$ cat src/rtl/fetch_frontend_pkg.sv
// fetch_frontend_pkg: shared ibus, fetch-state and queue-entry types for the fetch front end
package fetch_frontend_pkg;

    localparam int BUS_AW = 64;

    typedef struct packed {
        logic              valid;
        logic [BUS_AW-1:0] addr;
    } ibus_req_t;

    typedef struct packed {
        logic        addr_ok;
        logic        data_ok;
        logic [31:0] data;
    } ibus_resp_t;

    typedef logic [1:0] fetch_state_t;

    localparam fetch_state_t IDLE  = 2'd0;
    localparam fetch_state_t BUSY  = 2'd1;
    localparam fetch_state_t DRAIN = 2'd2;

    typedef struct packed {
        logic [BUS_AW-1:0] pc;
        logic [31:0]       instr;
    } fetch_entry_t;

endpackage

$ cat src/rtl/fetch_frontend_inst_queue.sv
// fetch_frontend_inst_queue: DEPTH-entry circular FIFO of fetched {pc, instr} entries with flush
module fetch_frontend_inst_queue
    import fetch_frontend_pkg::*;
#(
    parameter int DEPTH = 4
) (
    input  logic                    clk,
    input  logic                    reset,
    input  logic                    push_i,
    input  logic                    pop_i,
    input  logic                    flush_i,
    input  fetch_entry_t            wdata_i,
    output logic [$clog2(DEPTH):0]  count_o,
    output fetch_entry_t            head_o
);

    localparam int AW = $clog2(DEPTH);

    fetch_entry_t  mem_q [DEPTH];
    logic [AW-1:0] wr_ptr_q, wr_ptr_d;
    logic [AW-1:0] rd_ptr_q, rd_ptr_d;
    logic [AW:0]   count_q, count_d;
    logic          pop;

    // an empty queue ignores pop; the producer never pushes into a full queue
    assign pop     = pop_i && count_q != '0;
    assign count_o = count_q;
    assign head_o  = mem_q[rd_ptr_q];

    // pointer and occupancy update; flush wins over push and pop
    always_comb begin
        wr_ptr_d = flush_i ? '0 : wr_ptr_q + AW'(push_i);
        rd_ptr_d = flush_i ? '0 : rd_ptr_q + AW'(pop);
        count_d  = flush_i ? '0 : count_q + (AW+1)'(push_i) - (AW+1)'(pop);
    end

    // pointer and occupancy registers
    always_ff @(posedge clk or negedge reset) begin
        if (!reset) begin
            wr_ptr_q <= '0;
            rd_ptr_q <= '0;
            count_q  <= '0;
        end else begin
            wr_ptr_q <= wr_ptr_d;
            rd_ptr_q <= rd_ptr_d;
            count_q  <= count_d;
        end
    end

    // entry storage; contents are only observed while count is non-zero
    always_ff @(posedge clk) begin
        if (push_i && !flush_i)
            mem_q[wr_ptr_q] <= wdata_i;
    end

endmodule

$ cat src/rtl/fetch_frontend.sv
// fetch_frontend: PC generator, single-outstanding ibus handshake FSM and instruction queue
module fetch_frontend
    import fetch_frontend_pkg::*;
#(
    parameter int              DEPTH    = 4,
    parameter int              XLEN     = 64,
    parameter logic [XLEN-1:0] RESET_PC = XLEN'(64'h8000_0000)
) (
    input  logic            clk,
    input  logic            reset,
    output ibus_req_t       ireq,
    input  ibus_resp_t      iresp,
    input  logic            redirect_valid,
    input  logic [XLEN-1:0] redirect_pc,
    output logic            out_valid,
    input  logic            out_ready,
    output logic [XLEN-1:0] out_pc,
    output logic [31:0]     out_instr
);

    localparam int AW = $clog2(DEPTH);

    fetch_state_t    state_q, state_d;
    logic [XLEN-1:0] fetch_pc_q, fetch_pc_d;
    logic [XLEN-1:0] req_addr_q, req_addr_d;
    logic [XLEN-1:0] target_pc;
    logic [AW:0]     count;
    logic            full, start, push, unused;
    fetch_entry_t    head, wr_entry;

    // redirect targets are forced to a 4-byte boundary
    assign target_pc = {redirect_pc[XLEN-1:2], 2'b00};
    assign full      = count == (AW+1)'(DEPTH);
    assign start     = state_q == IDLE && !redirect_valid && !full;
    assign push      = state_q == BUSY && iresp.data_ok && !redirect_valid;
    assign wr_entry  = '{pc: BUS_AW'(req_addr_q), instr: iresp.data};
    assign unused    = iresp.addr_ok;

    assign ireq      = '{valid: state_q == BUSY || state_q == DRAIN, addr: BUS_AW'(req_addr_q)};
    assign out_valid = count != '0;
    assign out_pc    = out_valid ? XLEN'(head.pc) : '0;
    assign out_instr = out_valid ? head.instr : '0;

    // next state, next fetch PC and the address latched when a request starts
    always_comb begin
        state_d    = state_q == IDLE ? (start ? BUSY : IDLE)
                   : iresp.data_ok ? IDLE
                   : state_q == BUSY && !redirect_valid ? BUSY : DRAIN;
        fetch_pc_d = redirect_valid ? target_pc : push ? req_addr_q + XLEN'(4) : fetch_pc_q;
        req_addr_d = start ? fetch_pc_q : req_addr_q;
    end

    // FSM, fetch PC and held request address registers
    always_ff @(posedge clk or negedge reset) begin
        if (!reset) begin
            state_q    <= IDLE;
            fetch_pc_q <= RESET_PC;
            req_addr_q <= RESET_PC;
        end else begin
            state_q    <= state_d;
            fetch_pc_q <= fetch_pc_d;
            req_addr_q <= req_addr_d;
        end
    end

    fetch_frontend_inst_queue #(
        .DEPTH(DEPTH)
    ) u_inst_queue (
        .clk     (clk),
        .reset   (reset),
        .push_i  (push),
        .pop_i   (out_ready),
        .flush_i (redirect_valid),
        .wdata_i (wr_entry),
        .count_o (count),
        .head_o  (head)
    );

endmodule

$ cat config.mk
export PLATFORM = sky130hd
export DESIGN_NAME = fetch_frontend
export DESIGN_NICKNAME = d
export VERILOG_FILES = /design/src/rtl/fetch_frontend_pkg.sv /design/src/rtl/fetch_frontend_inst_queue.sv /design/src/rtl/fetch_frontend.sv
export SDC_FILE = /design/constraint.sdc
export NUM_CORES = 1
export LEC_CHECK = 0
export BUFFER_PORTS_ARGS = -buffer_cell sky130_fd_sc_hd__buf_4
export CAP_MARGIN = 20
export CELL_PAD_IN_SITES_DETAIL_PLACEMENT = 1
export CELL_PAD_IN_SITES_GLOBAL_PLACEMENT = 1
export CORE_AREA = 2 2 212 214
export DETAILED_ROUTE_END_ITERATION = 6
export DIE_AREA = 0 0 214 216
export PLACE_DENSITY_LB_ADDON = 0.1
export SYNTH_ARGS = -nofsm -noshare
export SYNTH_HDL_FRONTEND = slang
export SYNTH_SLANG_ARGS = --single-unit
$ cat constraint.sdc
create_clock -name clk -period 11.8 [get_ports clk]
set_clock_uncertainty 0.05 [all_clocks]
set_input_delay 2.36 -clock clk [delete_from_list [all_inputs] [get_ports clk]]
set_output_delay 2.36 -clock clk [all_outputs]
set_load 0.05 [all_outputs]
==> results.py <==
metrics = {
    "clock_network": {
        "numCtsBuffers": 54,
        "cts_buffer_depth": 3,
        "ctsHoldBuffers": 0,
        "cts_num_sinks": 521,
        "cts_tree": "yes",
        "cts-resized-gates": 0,
        "root_buffer": "clkbuf_16",
        "clk_latency_ns": 0.60,
        "path_clk_slew_ns": 0.06,
        "htree_levels": 2,
        "cts_setup_buffers": 0,
    },
    "logic_synthesis": {
        "avgSynthCellArea_um2": 16.4,
        "synthesis.area_um2": 21400,
        "synth_common_cells": "edfxtp_1, dfrtp_1, nand2_1, and2_1, mux4_2",
        "yosysUniqueCellTypes": 43,
        "synth_top_cell_by_area": "edfxtp_1",
        "synthArstFlopShare": 0.263,
        "synth_fp_nets": 1412,
        "synth_seq_cells": 521,
        "ys_warn_count": 0,
        "synth_top_cell_area_share": 0.539,
        "synth_edf_count": 384,
        "synthCells": 1302,
        "yosysSeqAreaShare": 0.700,
        "synthFlopType": "edfxtp_1",
        "synth.most_common_cell": "edfxtp_1",
        "synth_area_leaders": "edfxtp_1, dfrtp_1, mux4_2, mux2_2, and2_1",
    },
    "worst_setup_path": {
        "cp.arrival_ns": 3.15,
        "worstSetupPathType": "reg2out",
        "end_kind": "primary output",
        "cp-start-kind": "register",
        "worst-path-max-fanout": 42,
        "worstPathRequired_ns": 9.39,
    },
    "grt": {
        "antenna_found_initial": 3,
        "grt-ovfl-total": 0,
        "track_usage": 0.231,
        "grt_max_degree": 78,
        "grt_pass1_wl_mm": 81.0,
        "first_global_vias": 13300,
    },
    "final_layout": {
        "final_core_util": 0.590,
        "drive_above_1_share": 0.329,
        "area_delta_synth_final_pct": 21.0,
        "finalNetCount": 1676,
    },
    "route": {
        "drtIter0Drc": 692,
        "vias_per_cell": 5.59,
        "drtPass1Iterations": 5,
        "totalWireLength_mm": 52.2,
        "drt-wirelength-per-cell_um": 23.7,
        "ant_nets": 0,
        "drc": 0,
        "vias": 12300,
    },
    "placed_design": {
        "port_buffers": 260,
        "place_hpwl_mm": 31.6,
        "place_congestion": 0.772,
    },
    "die": {
        "ios": 264,
        "dieArea_um2": 46200,
        "die_h_um": 216,
        "core_region_area_um2": 43800,
        "initial_core_util": 0.488,
        "dieWidth_um": 214,
        "fp-row-count": 77,
    },
    "sta": {
        "fmax_mhz": 180,
        "rsz0062_at_grt": "false",
        "post-route-min-period_ns": 5.56,
        "fin_crit_sh": 0.471,
        "worstMarginPinSlew_ns": 1.13,
        "slew_viol_final": 0,
        "holdWs_ns": 0.446,
        "setup_viol": 0,
        "setup-tns-final_ns": 0,
        "relSlewSlack": 0.245,
        "hold_viol": 0,
    },
    "power": {
        "peakVddDrop_v": 0.000174,
        "power_density_nw_per_um2": 270,
        "p_leak_nw": 9.34,
    },
    "worst_hold_path": {
        "min_path_type": "reg2reg",
    },
    "outcome": {
        "status": "completed",
    },
    "job": {
        "maxCapViolCount": 0,
    },
}
-- through the flow --
| step | worst slack [ns] | instance area [um2] | power (mW) | cells |
|---|---|---|---|---|
| detailed placement | 6.42 | 24000 | 5.29 | 2101 |
| CTS | 6.08 | 25800 | 7.06 | 2203 |
| global placement | 6.44 | 24000 | 5.24 | 2101 |
| floorplan | 0.954 | 21400 | 4.41 | 1302 |
| global route | 5.99 | 25900 | 7.27 | 2204 |
| finish | 6.24 | 25900 | 6.98 | 2205 |
-- sequential cells by signal (all words and copies together), names as in the netlist --
name,flops
fetch_pc_q,64
req_addr_q,64
state_q,2
u_inst_queue.count_o,3
u_inst_queue.mem_q,384
u_inst_queue.rd_ptr_q,2
u_inst_queue.wr_ptr_q,2
-- logic make-up (layout without fill, tap and decap cells) --
family / count (synthesis) / count (layout) / synth area share
compound gates: 98 / 98 / 0.0287
other cells: 0 / 1 / 0
buf+inv: 81 / 391 / 0.0145
fa+ha+maj: 8 / 8 / 0.00503
mux: 166 / 166 / 0.137
xor+xnor: 59 / 59 / 0.0242
simple gates: 369 / 369 / 0.0904
flops: 521 / 521 / 0.700
-- cell usage in the layout, fill, tap and decap left out, types with 38 or more instances in the layout --
cell       count
and2_1       101
buf_4        276
clkbuf_16     57
dfrtp_1      133
edfxtp_1     384
mux2_2        60
mux4_2        96
nand2_1      115
nor2_1        38
o21ai_0       39
xnor2_1       40
-- power breakdown --
| part | internal (mW) | leakage (nW) | switching (mW) |
|---|---|---|---|
| combinational | 0.897 | 3.28 | 1.66 |
| clock | 1.07 | 0.897 | 0.690 |
| sequential | 2.29 | 5.16 | 0.374 |
-- metal layers --
metal	routed length (um)	global-route usage	vias up
met5	24	0	-
met4	1230	0.0734	4
met3	2390	0.0406	71
met2	26300	0.392	281
met1	22300	0.304	6467
li1	-	-	5513
-- worst paths after layout --
check / startpoint / to / slack, ns / depth (start not counted)
hold / removal: fetch_pc_q[25]$_DFFE_PN0P_ / req_addr_q[25]$_DFFE_PN0P_ / 0.45 / 1
hold reg to reg: fetch_pc_q[25]$_DFFE_PN0P_ / req_addr_q[25]$_DFFE_PN0P_ / 0.45 / 1
setup / recovery: u_inst_queue.rd_ptr_q[0]$_DFF_PN0_ / out_instr[0] / 6.24 / 4
max in group asynchronous: reset / u_inst_queue.rd_ptr_q[1]$_DFF_PN0_ / 8.51 / 2
setup reg to reg: u_inst_queue.count_o[1]$_DFF_PN0_ / u_inst_queue.count_o[2]$_DFF_PN0_ / 8.55 / 11
min in group asynchronous: reset / req_addr_q[20]$_DFFE_PN0P_ / 1.70 / 1
-- area by class of cell --
cell class,count,area [um2]
Tap cell,592,741
Fill cell,4052,18000
Multi-Input combinational cell,700,6150
Clock buffer,85,1610
Clock inverter,17,236
Inverter,11,41.3
Timing Repair Buffer,278,2110
Antenna cell,1,2.50
Sequential cell,521,15000
-- critical path: stages (launching register included) --
cell and delay, ns:
dfrtp_4 0.74, buf_4 0.77, mux4_2 0.60, and2_1 0.20, buf_4 0.20
Power figures use the tool's default switching activity.
